==> src/rtl/fxp_to_half_enc.sv <==
// ---------------------------------------------------------------------------
// fxp_to_half_enc
//
// Converts a sign / 16-bit integer / 32-bit fraction fixed-point operand into
// IEEE-754 half precision (1/5/10, bias 15). The leading one is found by
// shifting one bit per cycle. Mantissa bits below the 10 kept are truncated,
// which rounds toward zero. Results too small for a normal half are flushed
// to a signed zero and flagged. Feeds the a/b operands of the fpa adder.
//
// Handshake contract (both sides):
//   - A transfer happens on a rising clk edge where valid && ready are high.
//   - in_ready is high only while the encoder is idle. Inputs are sampled
//     only on the accept edge; in_valid is ignored at all other times.
//   - out_valid, once raised, stays high with out_half/out_zero/out_uflow
//     stable until out_ready is seen. out_ready has no effect while
//     out_valid is low.
//
// Ports:
//   clk        rising-edge clock
//   rst        asynchronous, active-high reset
//   in_valid   input operand valid
//   in_ready   encoder can accept an operand (idle)
//   in_sign    operand sign, 1 = negative
//   in_int     unsigned integer part
//   in_frac    binary fraction, bit 31 = 2^-1 ... bit 0 = 2^-32
//   out_valid  result valid, held until accepted
//   out_ready  downstream accepts the result
//   out_half   half-precision result
//   out_zero   input magnitude was exactly zero
//   out_uflow  nonzero input below 2^-14, flushed to signed zero
// ---------------------------------------------------------------------------
module fxp_to_half_enc (
  input  logic        clk,
  input  logic        rst,
  input  logic        in_valid,
  output logic        in_ready,
  input  logic        in_sign,
  input  logic [15:0] in_int,
  input  logic [31:0] in_frac,
  output logic        out_valid,
  input  logic        out_ready,
  output logic [15:0] out_half,
  output logic        out_zero,
  output logic        out_uflow
);

  localparam logic [1:0] ST_IDLE = 2'd0;
  localparam logic [1:0] ST_SCAN = 2'd1;
  localparam logic [1:0] ST_PACK = 2'd2;
  localparam logic [1:0] ST_HOLD = 2'd3;

  // After 29 shifts without a leading one in bit 47 the original leading
  // one sat at or below bit 17 (2^-15), i.e. the biased exponent is <= 0.
  localparam logic [4:0] S_LAST = 5'd29;

  logic [1:0]  state;
  logic [47:0] m;        // {int, frac}: bit 47 = 2^15, bit 32 = 2^0
  logic [4:0]  s;        // left shifts applied so far
  logic        sign_q;
  logic        zero_q;
  logic        uflow_q;

  logic [47:0] in_mag;
  assign in_mag   = {in_int, in_frac};
  assign in_ready = (state == ST_IDLE);

  always_ff @(posedge clk or posedge rst) begin
    if (rst) begin
      state     <= ST_IDLE;
      m         <= '0;
      s         <= '0;
      sign_q    <= 1'b0;
      zero_q    <= 1'b0;
      uflow_q   <= 1'b0;
      out_valid <= 1'b0;
      out_half  <= '0;
      out_zero  <= 1'b0;
      out_uflow <= 1'b0;
    end else begin
      case (state)
        ST_IDLE: begin
          if (in_valid) begin
            m       <= in_mag;
            sign_q  <= in_sign;
            s       <= '0;
            uflow_q <= 1'b0;
            zero_q  <= (in_mag == '0);
            // A zero magnitude has no leading one; skip the search.
            state   <= (in_mag == '0) ? ST_PACK : ST_SCAN;
          end
        end

        ST_SCAN: begin
          if (m[47]) begin
            state <= ST_PACK;
          end else if (s == S_LAST) begin
            uflow_q <= 1'b1;
            state   <= ST_PACK;
          end else begin
            m <= m << 1;
            s <= s + 5'd1;
          end
        end

        ST_PACK: begin
          out_valid <= 1'b1;
          out_zero  <= zero_q;
          out_uflow <= uflow_q;
          if (zero_q || uflow_q) begin
            out_half <= {sign_q, 15'b0};
          end else begin
            // Leading one now at bit 47 (2^15): unbiased exp = 15 - s,
            // biased = 30 - s, always in 1..30. Bit 47 is the hidden one.
            out_half <= {sign_q, 5'(5'd30 - s), m[46:37]};
          end
          state <= ST_HOLD;
        end

        ST_HOLD: begin
          if (out_ready) begin
            out_valid <= 1'b0;
            state     <= ST_IDLE;
          end
        end

        default: state <= ST_IDLE;
      endcase
    end
  end

endmodule

==> config.mk <==
export PLATFORM = sky130hd
export DESIGN_NAME = fxp_to_half_enc
export DESIGN_NICKNAME = d
export VERILOG_FILES = /design/src/rtl/fxp_to_half_enc.sv
export SDC_FILE = /design/constraint.sdc
export NUM_CORES = 1
export LEC_CHECK = 0
export CAP_MARGIN = 10
export CORE_MARGIN = 3
export CORE_UTILIZATION = 45
export DETAILED_ROUTE_END_ITERATION = 12
export GPL_TIMING_DRIVEN = 0
export HOLD_SLACK_MARGIN = 0.02
export PLACE_DENSITY_LB_ADDON = 0.12
export SKIP_LAST_GASP = 1
export SYNTH_ARGS = -nofsm -noshare
export SYNTH_HDL_FRONTEND = slang
export SYNTH_SLANG_ARGS = --single-unit
==> constraint.sdc <==
create_clock -name clk -period 3.7 [get_ports clk]
set_input_delay 0.74 -clock clk [delete_from_list [all_inputs] [get_ports clk]]
set_output_delay 0.74 -clock clk [all_outputs]
set_load 0.02 [all_outputs]
==> results_dict.tcl, run 1 <==
set metrics [dict create \
    run_status "finished clean" \
    fin_worst_skew_ns 0.01874 \
    fill_cells 702 \
    cts_setup_buffers 0 \
    max_slew.worst_pin.slew_ns 0.6069 \
    yosysUniqueCellTypes 39 \
    num_antenna_cells 0 \
    drive_above_1_share_pct 20.91 \
    path_class "reg -> out" \
    slew_violations 0 \
    hpwl_um 6561 \
    place_ws_ns 1.105 \
    syn_to_final_growth_pct 29.59 \
    ant_nets 0 \
    clk_latency_ns 0.36 \
    final-seq-area_um2 1927 \
    ctsHoldBuffers 0 \
    start_util_pct 46.74 \
    grt_pass1_vias 2967 \
    multiInputGateArea_um2 1694 \
    power_per_cell_area_nw_per_um2 829.8 \
    avgSynthCellArea_um2 11.77 \
    coreArea_um2 8258 \
    fin_nets 472 \
    grt_pass1_wl_um 15020 \
    globalRouteOverflowTotal 0 \
    die_h_um 98.62 \
    cts_resized 0 \
    startpoint_type "register" \
    io_pins 73 \
    syn_nets 388 \
    cts_sinks 77 \
    timing.final.ws_setup_ns 1.310 \
    clk_pin_slew_ns 0.07 \
    setup_violations 0 \
    slew_headroom_pct 59.54 \
    wl_per_cell_um 17.29 \
    antenna_found_initial 0 \
    final_hold_viol_count 0 \
    synthesis.area_um2 3860 \
    ys_warn_count 0 \
    place_congestion 0.7953 \
    drv_cap 0 \
    cts-htree-levels 3 \
    ctsLongestPathBuffers 2 \
    drc 0 \
    numPortBuffers 72 \
    hold_class "reg -> reg" \
    via_per_inst 5.699 \
    whs_ns 0.5092 \
    worst-path-max-fanout 3 \
    cts_tree "yes" \
    root_buffer "clkbuf_8" \
    place_inst 506 \
    die_w_um 98.62 \
    total_power_w 0.004151 \
    syn_inst 328 \
    period_minus_slack_ns 2.390 \
    track_usage_pct 19.25 \
    ir_drop_uv 372.7 \
    fin_setup_tns_ns 0 \
    grt_max_degree 47 \
    rsz0062_at_grt "no" \
    vias 2969 \
    final_cells 521 \
    post-route-period-util_pct 64.60 \
    cts_buffers 9 \
    p_leak_nw 2.157 \
    drt_first_pass_iters 4 \
    fmax_mhz 418.4 \
    critPathRequiredTime_ns 2.96 \
    die-area_um2 9725 \
    cp_data_arrival_time_ns 1.65 \
    wl_um 9010 \
    cp-end-kind "output pin" \
    drt_iter0_markers 143 \
    row_count 33 \
    seq_area_frac_synth_pct 49.92 \
    synth_seq_cells 77 \
]
## logic make-up (layout without fill, tap and decap cells)
group	after synthesis	in the layout	share of synthesized area, %
adders and majority gates	7	7	2.269
DFF	77	77	49.92
AOI/OAI and AO/OA	85	85	17.05
xor gates and xnor gates	3	3	0.6808
and+or+nand+nor	60	60	8.525
buffers and inverters	43	131	6.191
muxes	53	53	15.36
## synthesized netlist by cell type
cell,instances,share of area (%)
a2bb2oi_1,1,0.23
a21boi_0,1,0.19
o31ai_1,2,0.39
a21o_1,1,0.19
nand4_1,4,0.65
a21oi_1,5,0.65
a22oi_1,1,0.19
and2b_2,1,0.23
a22oi_4,1,0.55
nand3_1,4,0.52
nor2_4,1,0.29
a22o_1,45,10
nand2_1,19,1.8
inv_1,23,2.2
nor4_1,13,2.1
mux2_2,50,15
o21ai_0,16,2.1
a221o_1,2,0.52
and2_1,1,0.16
dfrtp_1,77,50
mux2i_1,3,0.78
and2_4,1,0.23
or2_2,3,0.49
nor3_1,4,0.52
or4_1,1,0.19
ha_1,7,2.3
buf_2,2,0.26
nor2b_1,1,0.16
xnor2_1,2,0.45
o41ai_1,2,0.45
a31oi_1,1,0.16
buf_6,10,2.9
xor2_1,1,0.23
o211ai_1,1,0.19
nor2_1,6,0.58
nand4_4,1,0.55
o22ai_1,5,0.81
clkbuf_1,8,0.78
o2bb2ai_1,1,0.23
## metal layers
metal / vias to the layer above / wire length, um / global-route usage, %
li1: 1379 / - / -
met1: 1510 / 4299 / 26.86
met2: 67 / 4166 / 29.59
met3: 13 / 391 / 4.034
met4: 0 / 152 / 7.353
met5: - / 0 / 0
## sequential cells by signal, summed over array words and instances (netlist names)
| register | count |
|---|---|
| out_uflow | 1 |
| sign_q | 1 |
| state | 2 |
| out_half | 16 |
| out_valid | 1 |
| uflow_q | 1 |
| m | 48 |
| s | 5 |
| zero_q | 1 |
| out_zero | 1 |
## through the flow
stage,util (%),instance area (um^2)
2_1_floorplan,-,3860
3_5_place_dp,57.42,4742
3_3_place_gp,57.06,4712
4_1_cts,60.58,5002
5_1_grt,60.58,5002
6_report,60.58,5002
## cell usage in the layout (no fill, tap or decap), types with 2 or more instances in the layout
| cell type | synthesis | final |
|---|---|---|
| a22o_1 | 45 | 45 |
| nand2_1 | 19 | 19 |
| nor3_1 | 4 | 4 |
| a221o_1 | 2 | 2 |
| or2_2 | 3 | 3 |
| o22ai_1 | 5 | 5 |
| o41ai_1 | 2 | 2 |
| bufinv_16 | 0 | 4 |
| clkbuf_8 | 0 | 9 |
| ha_1 | 7 | 7 |
| buf_6 | 10 | 10 |
| clkdlybuf4s50_1 | 0 | 72 |
| nand3_1 | 4 | 4 |
| nor2_1 | 6 | 6 |
| inv_1 | 23 | 22 |
| buf_2 | 2 | 2 |
| clkbuf_1 | 8 | 8 |
| o21ai_0 | 16 | 16 |
| a21oi_1 | 5 | 5 |
| nor4_1 | 13 | 13 |
| xnor2_1 | 2 | 2 |
| nand4_1 | 4 | 4 |
| dfrtp_1 | 77 | 77 |
| o31ai_1 | 2 | 2 |
| mux2i_1 | 3 | 3 |
| mux2_2 | 50 | 50 |
## area by class of cell
cell class                 count  area share [%]
buffer                        20           3.052
clock buffer                   9           2.476
clock inverter                 6           2.726
inverter                      23           1.776
multi-input combinational    208           33.87
sequential                    77           38.52
tap                          105           2.626
timing repair buffer          73           14.96
## final timing paths
| check | startpoint | to | slack [ns] | cells after the start |
|---|---|---|---|---|
| max | state[0] | in_ready | 1.31 | 3 |
| min | m[33] | m[33] | 0.51 | 1 |
| max reg2reg | state[1] | m[5] | 1.50 | 7 |
| min reg2reg | m[33] | m[33] | 0.51 | 1 |
| max in group asynchronous | rst | out_half[5] | 2.38 | 3 |
| min in group asynchronous | rst | m[20] | 0.75 | 2 |
## where the power goes
part           internal, W  switching [W]  leakage [nW]
clock network     0.000514       0.000315         0.126
registers          0.00121       0.000226         0.967
logic              0.00100       0.000883          1.06
total              0.00273        0.00142          2.16
## critical path, stage by stage (launching register included)
cell and delay (ns):
dfrtp_1 0.40, inv_1 0.11, ha_1 0.18, clkdlybuf4s50_1 0.61
Power figures use the tool's default switching activity.
==> run 2: changes to the inputs <==
Clock period 3.7 ns to 2.1 ns, I/O delays scaled along.
==> results_dict.tcl, run 2 (synthesis gave the netlist of run 1 again) <==
set metrics [dict create \
    syn_to_final_growth_pct 30.21 \
    final_cells 524 \
    p_leak_nw 2.169 \
    die_w_um 98.62 \
    grt_pass1_wl_um 14740 \
    cp_data_arrival_time_ns 2.24 \
    drt_iter0_markers 104 \
    layout_commonest_cell "dfrtp_1" \
    track_usage_pct 19.05 \
    critPathSlowestCell "dfrtp_1" \
    place_congestion 0.7800 \
    clk_latency_ns 0.35 \
    path_delay_family "simple AND/OR/NAND/NOR gates" \
    root_buffer "clkbuf_8" \
    worst-path-max-fanout 10 \
    ctsLongestPathBuffers 2 \
    period_minus_slack_ns 2.008 \
    cts_sinks 77 \
    ctsHoldBuffers 0 \
    drive_above_1_share_pct 22.20 \
    wl_um 8861 \
    start_util_pct 46.74 \
    rr_endpoint "m[16]" \
    fin_nets 474 \
    final_hold_viol_count 0 \
    run_status "finished clean" \
    startpoint_type "register" \
    hpwl_um 6634 \
    drt_first_pass_iters 5 \
    grt_pass1_vias 2990 \
    max_flop_register "m" \
    rsz0062_at_grt "yes" \
    num_antenna_cells 0 \
    hold_class "in -> async" \
    drv_cap 0 \
    fin_worst_skew_ns 0.01242 \
    reg_top3 "m x48, out_half x16, s x5" \
    drc 0 \
    clk_pin_slew_ns 0.09 \
    die_h_um 98.62 \
    numPortBuffers 72 \
    coreArea_um2 8258 \
    rr_startpoint "state[1]" \
    ir_drop_uv 591.7 \
    slew_violations 0 \
    r2r_setup_slack_ns 0.09 \
    cp.buffers_inverters 2 \
    post-route-util_pct 60.86 \
    setup_violations 0 \
    critPathRequiredTime_ns 2.33 \
    layout_common_cells "dfrtp_1, clkdlybuf4s50_1, mux2_2, a22o_1, inv_1" \
    multiInputGateArea_um2 1704 \
    wl_per_cell_um 16.91 \
    ant_nets 0 \
    reg2reg_depth 7 \
    post-route-period-util_pct 95.61 \
    antenna_found_initial 0 \
    cp-end-kind "register" \
    fmax_mhz 498.1 \
    cts-htree-levels 3 \
    vias 2914 \
    io_pins 73 \
    max_slew.worst_pin.slew_ns 0.6212 \
    row_count 33 \
    via_per_inst 5.561 \
    path_class "reg -> reg" \
    cts_buffers 9 \
    grt_max_degree 33 \
    fill_cells 696 \
    crit_chain "inv_1 > ha_2 > and2b_2 > a22oi_4 > nor2_4 > buf_6 > mux2_2" \
    place_inst 507 \
    slew_headroom_pct 58.20 \
    cpPeakStageDelay_ns 0.41 \
    cts_tree "yes" \
    final-seq-area_um2 1927 \
    globalRouteOverflowTotal 0 \
    die-area_um2 9725 \
    power_per_cell_area_nw_per_um2 1437 \
    largest_register_ff_count 48 \
]
## run 2: per-stage QoR
step                hold WS [ns]  cell area (um^2)  setup slack, ns   TNS (ns)  power [W]
finish                    0.4821              5026          0.09221          0   0.007224
global route              0.5095              5026        -0.005583  -0.005583   0.007703
CTS                       0.4918              5014         0.007504          0   0.007266
detailed placement        0.4863              4763          -0.1679     -1.102   0.005881
global placement          0.4843              4716          -0.1640     -11.99   0.005784
floorplan                 0.4673              3864          0.05720          0   0.004903
## run 2: layout make-up
type / count / area share (%)
sequential: 77 / 38.34
multi-input combinational: 208 / 33.91
timing repair buffer: 75 / 15.41
buffer: 20 / 3.186
tap: 105 / 2.614
clock buffer: 10 / 2.539
clock inverter: 6 / 2.216
inverter: 23 / 1.792
## run 2: how the worst max path moves through the flow
| stage | from | endpoint | slack (ns) | depth (start not counted) |
|---|---|---|---|---|
| floorplan | state[0] | state[1] | 0.06 | 8 |
| global placement | in_int[11] | state[0] | -0.16 | 5 |
| detailed placement | in_int[11] | state[0] | -0.17 | 5 |
| CTS | state[1] | m[16] | 0.008 | 7 |
| global route | state[1] | m[45] | -0.006 | 7 |
| finish | state[1] | m[16] | 0.09 | 7 |
## run 2: per-layer routing
layer  GRT usage, %  wire length (um)
met1          26.11              4268
met2          28.97              4037
met3          4.246               347
met4          8.718               207
met5              0                 0
## run 2: power breakdown
group	internal [W]	leakage, nW	total, W	switching [W]
registers	0.00213	0.967	0.00253	0.000400
logic	0.00180	1.09	0.00335	0.00155
clock network	0.000790	0.116	0.00134	0.000552
## run 2: timing repair
item / in CTS / in global routing
cloned: 0 / 0
pin swaps: 1 / 1
resized for setup: 4 / 4
setup buffers: 1 / 0
endpoints found under the setup margin: 42 / 46
==> run 3: changes to the inputs <==
Settings changed: SLEW_MARGIN from default to 25.
==> results_dict.tcl, run 3 (synthesis gave the netlist of run 1 again) <==
set metrics [dict create \
    path_class "reg -> reg" \
    vias 2955 \
    reg_top3 "m x48, out_half x16, s x5" \
    max_slew.worst_pin.slew_ns 0.6191 \
    r2r_setup_slack_ns 0.12 \
    final_hold_viol_count 0 \
    die-area_um2 9725 \
    fin_setup_tns_ns 0 \
    post-route-util_pct 60.30 \
    track_usage_pct 18.96 \
    layout_common_cells "dfrtp_1, clkdlybuf4s50_1, mux2_2, a22o_1, inv_1" \
    grt_pass1_vias 3004 \
    clk_pin_slew_ns 0.08 \
    worst-path-max-fanout 10 \
    ant_nets 0 \
    slew_violations 0 \
    die_w_um 98.62 \
    setup_violations 0 \
    run_status "finished clean" \
    via_per_inst 5.639 \
    wl_per_cell_um 16.92 \
    drv_cap 0 \
    placed_cell_area_um2 4763 \
    drive_above_1_share_pct 22.43 \
    hold_class "in -> async" \
    cts_buffers 9 \
    start_util_pct 46.74 \
    slew_headroom_pct 58.64 \
    fin_area_um2 4980 \
    post-route-period-util_pct 94.25 \
    fmax_mhz 505.3 \
    die_h_um 98.62 \
    layout_commonest_cell "dfrtp_1" \
    row_count 33 \
    clk_latency_ns 0.34 \
    whs_ns 0.5088 \
    max_flop_register "m" \
    cp_data_arrival_time_ns 2.20 \
    startpoint_type "register" \
    wl_um 8866 \
    numPortBuffers 72 \
    period_minus_slack_ns 1.979 \
    hpwl_um 6666 \
    io_pins 73 \
    fill_cells 709 \
    rsz0062_at_grt "yes" \
    drt_first_pass_iters 4 \
    largest_register_ff_count 48 \
    syn_to_final_growth_pct 29.01 \
    grt_pass1_wl_um 14800 \
    place_congestion 0.7800 \
    fin_worst_skew_ns 0.01418 \
    power_per_cell_area_nw_per_um2 1394 \
    coreArea_um2 8258 \
    cts_tree "yes" \
    num_antenna_cells 0 \
    drc 0 \
    drt_iter0_markers 93 \
    antenna_found_initial 0 \
    root_buffer "clkbuf_8" \
    cp-end-kind "register" \
    fin_nets 475 \
    critPathRequiredTime_ns 2.32 \
    ctsHoldBuffers 0 \
    p_leak_nw 2.146 \
    ctsLongestPathBuffers 2 \
    cts-htree-levels 3 \
    ir_drop_uv 616.5 \
    cts_sinks 77 \
    grt_max_degree 32 \
    globalRouteOverflowTotal 0 \
]
run 3: cell types whose count changed in the layout (fill, tap and decap cells not counted), sizes merged:
cell,change
buf,+3
bufinv,-3
clkinv,-1
clkinvlp,+1
run 3: per-stage QoR:
step	cells	total power, W	setup slack (ns)
after floorplan	328	0.004903	0.05720
after global placement	505	0.005784	-0.1640
after detailed placement	507	0.005882	-0.1745
after CTS	523	0.006972	0.01107
after global routing	524	0.007434	-0.009352
final	524	0.006944	0.1208
run 3: layout make-up:
type,count,area (um^2),share of cell area [%]
Clock buffer,12,165.2,3.317
Timing Repair Buffer,76,782.0,15.70
Sequential cell,77,1927,38.69
Clock inverter,3,20.02,0.4020
Tap cell,105,131.4,2.638
Buffer,20,160.2,3.216
Multi-Input combinational cell,208,1704,34.22
Inverter,23,90.09,1.809
run 3: repair_timing:
action,CTS,global route
resized for setup,4,6
setup buffers,1,1
hold endpoints to repair,0,0
pin swaps,1,1
endpoints found under the setup margin,42,46
run 3: worst paths after layout:
path                            depth (start not counted)     endpoint     start
worst max register to register                          7        m[17]  state[1]
min in group clk                                        1        m[36]     m[36]
worst min-delay path                                    2        m[38]       rst
worst max-delay path                                    7        m[17]  state[1]
worst min register to register                          1        m[36]     m[36]
max in group asynchronous                               3  out_half[1]       rst
run 3: worst max-delay path: stages, from the launching register on:
cell and delay (ns):
dfrtp_1 0.41, inv_1 0.09, ha_2 0.25, and2b_2 0.25
a22oi_4 0.11, nor2_4 0.22, buf_6 0.19, mux2_2 0.35
run 3: report_power, final:
group	internal, W	switching [W]	total (W)
clock network	0.000519	0.000540	0.00106
logic	0.00182	0.00154	0.00336
registers	0.00213	0.000395	0.00253
run 3: per-layer routing:
layer	share of wire, %	wire, um	GRT usage, %	vias up
li1	-	-	-	1396
met1	47	4146	26.48	1460
met2	46	4085	29.12	83
met3	5.1	448	4.034	16
met4	2.1	185	7.248	0
met5	0	0	0	-
==> variant, RTL diff (settings of run 2) <==
Reset style: synchronous (`rst`), changed in one clocked block. Comments in the files are not updated.
--- a/src/rtl/fxp_to_half_enc.sv
+++ b/src/rtl/fxp_to_half_enc.sv
@@ -64,7 +64,7 @@
   assign in_mag   = {in_int, in_frac};
   assign in_ready = (state == ST_IDLE);
 
-  always_ff @(posedge clk or posedge rst) begin
+  always_ff @(posedge clk) begin
     if (rst) begin
       state     <= ST_IDLE;
       m         <= '0;
Behaviour: differs if rst is asserted again (counterexample within 4 cycles, from zero or initial values and one cycle with rst high); with rst held inactive, the same outputs for 10 cycles.
==> variant against run 2 <==
- fmax hardly changed
- wire length shrank 1.9%
- worst setup slack better by 0.0012 ns
- sequential power fell by 24%
- count of clock-buffer cells in the layout is the same
- cell area decreased by 13%
- cell count decreased by 0.38%
- combinational power fell by 37%
- sequential cell count unchanged
- clock skew shrank 0.0037 ns
- total power decreased by 27%
- area after synthesis shrank 16%
- synthesized cell count is 2.4% higher
- critical endpoint is now state[1]
- largest power group unchanged
- highest routed layer unchanged
==> variant: results (changes against run 2) <==
Via density=5.73 (was 5.56); largest registers=m: 48 flops, out_half: 16 flops, s: 5 flops (unchanged); Data arrival, critical path=2.29 ns (was 2.24 ns); synthesis warning total=0 (unchanged); first-pass GRT wire length=14,400 microns (was 14,700 microns); Worst Tran Pin Value=0.650 ns (was 0.621 ns); GRT Overall Usage=21.6% (was 19.1%); # nets final=481 (was 474); mux share of post-synthesis cell area=2.30% (was 15.4%); hold crit path type=flop to flop (was input port to async pin); WHS Path Cells=2; antenna violations before repair=0 (unchanged); count of input and output buffers=72 (unchanged); htree depth=3 (unchanged); Synth area leaders=dfxtp_1 (47%), a222oi_1 (14%), nor2_1 (7.7%) (was dfrtp_1 (50%), mux2_2 (15%), a22o_1 (10%)); Post-Synth Adder-Cell Area=2.69% (was 2.27%); synth cell count leaders=dfxtp_1 (77), nor2_1 (67), a222oi_1 (46) (was dfrtp_1 (77), mux2_2 (50), a22o_1 (45)); Hold Path Origin=sign_q; Distinct cells, synth=38 (was 39); cell count of the worst reg-to-reg path=9 (was 7); outcome=finished, final reports clean (unchanged); syn nets=396 (was 388); largest net degree at the start of global routing=14 (was 33); peak supply drop=0.604 mV (was 0.592 mV); Iter 0 DRT Violations=360 (was 104); Antenna Cells=0 (unchanged); Worst-Skew Late Latency=0.34 ns; main flop type after synthesis=dfxtp_1 (was dfrtp_1); flop2flop setup slack=0.13 ns (was 0.09 ns); CTS root buf=clkbuf_8 (unchanged); post-synthesis compound-gate area fraction=19.7% (was 17.1%); total CTS buffers=9 (unchanged); Fillers=618 (was 696); hold bufs inserted after CTS=0 (unchanged); Reg clk slew, reported paths=0.08 ns; Placer Congestion=0.850 (was 0.780); DRT Pass-1 Iters=6 (was 5); Post-DP Area=4100 sq um (was 4760 sq um); Reg-to-Reg End=m[39] (was m[16]); LEAKAGE=1.61 nW (was 2.17 nW); vias in the first global route=2,951 (was 2,990); Critical R2R Launch=state[0] (was state[1]); sequential fraction of the synthesis area=47.3% (was 49.9%); cell taking the most area after synthesis=dfxtp_1 (was dfrtp_1); XOR/XNOR Fraction of Synth Area=1.34% (was 0.681%); drt wl/cell=16.6 microns (was 16.9 microns); hold endpoint=sign_q; post-DP HPWL=6390 microns (was 6630 microns); Clock Skew=0.00877 ns (was 0.0124 ns); NetSw=1.84 mW (was 2.50 mW); share of layout cells above drive strength 1=10.6% (was 22.2%); Max clock buf depth=2 (unchanged); CP max FO=2 (was 10); ys async rst share=0% (was 100%); hold_ws=0.481 ns (was 0.482 ns)
==> variant: cell types whose count changed after synthesis, sizes merged, moves of 45 or more <==
| cell | delta |
|---|---|
| dfxtp | +77 |
| dfrtp | -77 |
| nor2 | +60 |
| mux2 | -49 |
| a222oi | +46 |
| a22o | -45 |
==> variant: cell families after synthesis <==
| family | Yosys count |
|---|---|
| AOI/OAI and AO/OA | 75 |
| xor gates and xnor gates | 5 |
| adders and majority gates | 7 |
| buffers and inverters | 35 |
| DFF | 77 |
| muxes | 7 |
| and+or+nand+nor | 130 |
==> variant: worst max-delay path: stages <==
cell             delay, ns
clkdlybuf4s50_1       0.44
nor4_1                0.48
nand4_1               0.24
nor4_1                0.52
o21a_1                0.20
==> variant: through the flow <==
stage	std cells	setup slack (ns)
after global placement	504	-0.211
final	522	0.0934
after floorplan	336	0.218
after detailed placement	504	-0.236
after global routing	522	-0.00829
after CTS	520	0.0213
==> variant: power by group through the flow <==
stage,Sequential (mW),Combinational [mW],Clock [mW]
floorplan,1.96,1.40,0
global placement,1.94,1.98,0
detailed placement,1.94,2.02,0
CTS,1.91,2.02,1.26
global route,1.95,2.30,1.34
finish,1.92,2.10,1.24
==> variant: what timing repair did <==
action | 4_1_cts | 5_1_grt
setup buffers | 0 | 2
gates resized for setup | 0 | 9
endpoints found under the hold margin | 0 | 0
setup endpoints to repair | 0 | 42
==> variant: worst max-delay path by stage <==
stage	slack, ns	to	depth (start not counted)	from
after CTS	0.02	m[39]	9	state[0]
after floorplan	0.22	m[25]	9	state[0]
after detailed placement	-0.24	zero_q	5	in_int[6]
final	0.09	state[1]	5	in_int[6]
after global routing	-0.008	m[42]	10	state[0]
after global placement	-0.21	state[1]	5	in_int[6]
==> variant: routing by layer <==
layer  global-route usage (%)  vias up  part of all wire (%)
li1                         -     1456                     -
met1                     28.3     1445                    46
met2                     34.4       83                    48
met3                     5.14        8                   5.6
met4                     8.04        0                   1.0
met5                        0        -                     0
==> variant: cell type report <==
type	count	area [sq um]	area share, %
clock buffers	10	138	3.15
repair buffers	74	736	16.8
clock inverters	6	86.3	1.98
flip-flops and latches	77	1540	35.3
multi-input cells	224	1510	34.7
inverters	6	22.5	0.515
well taps	96	120	2.75
plain buffers	29	211	4.84
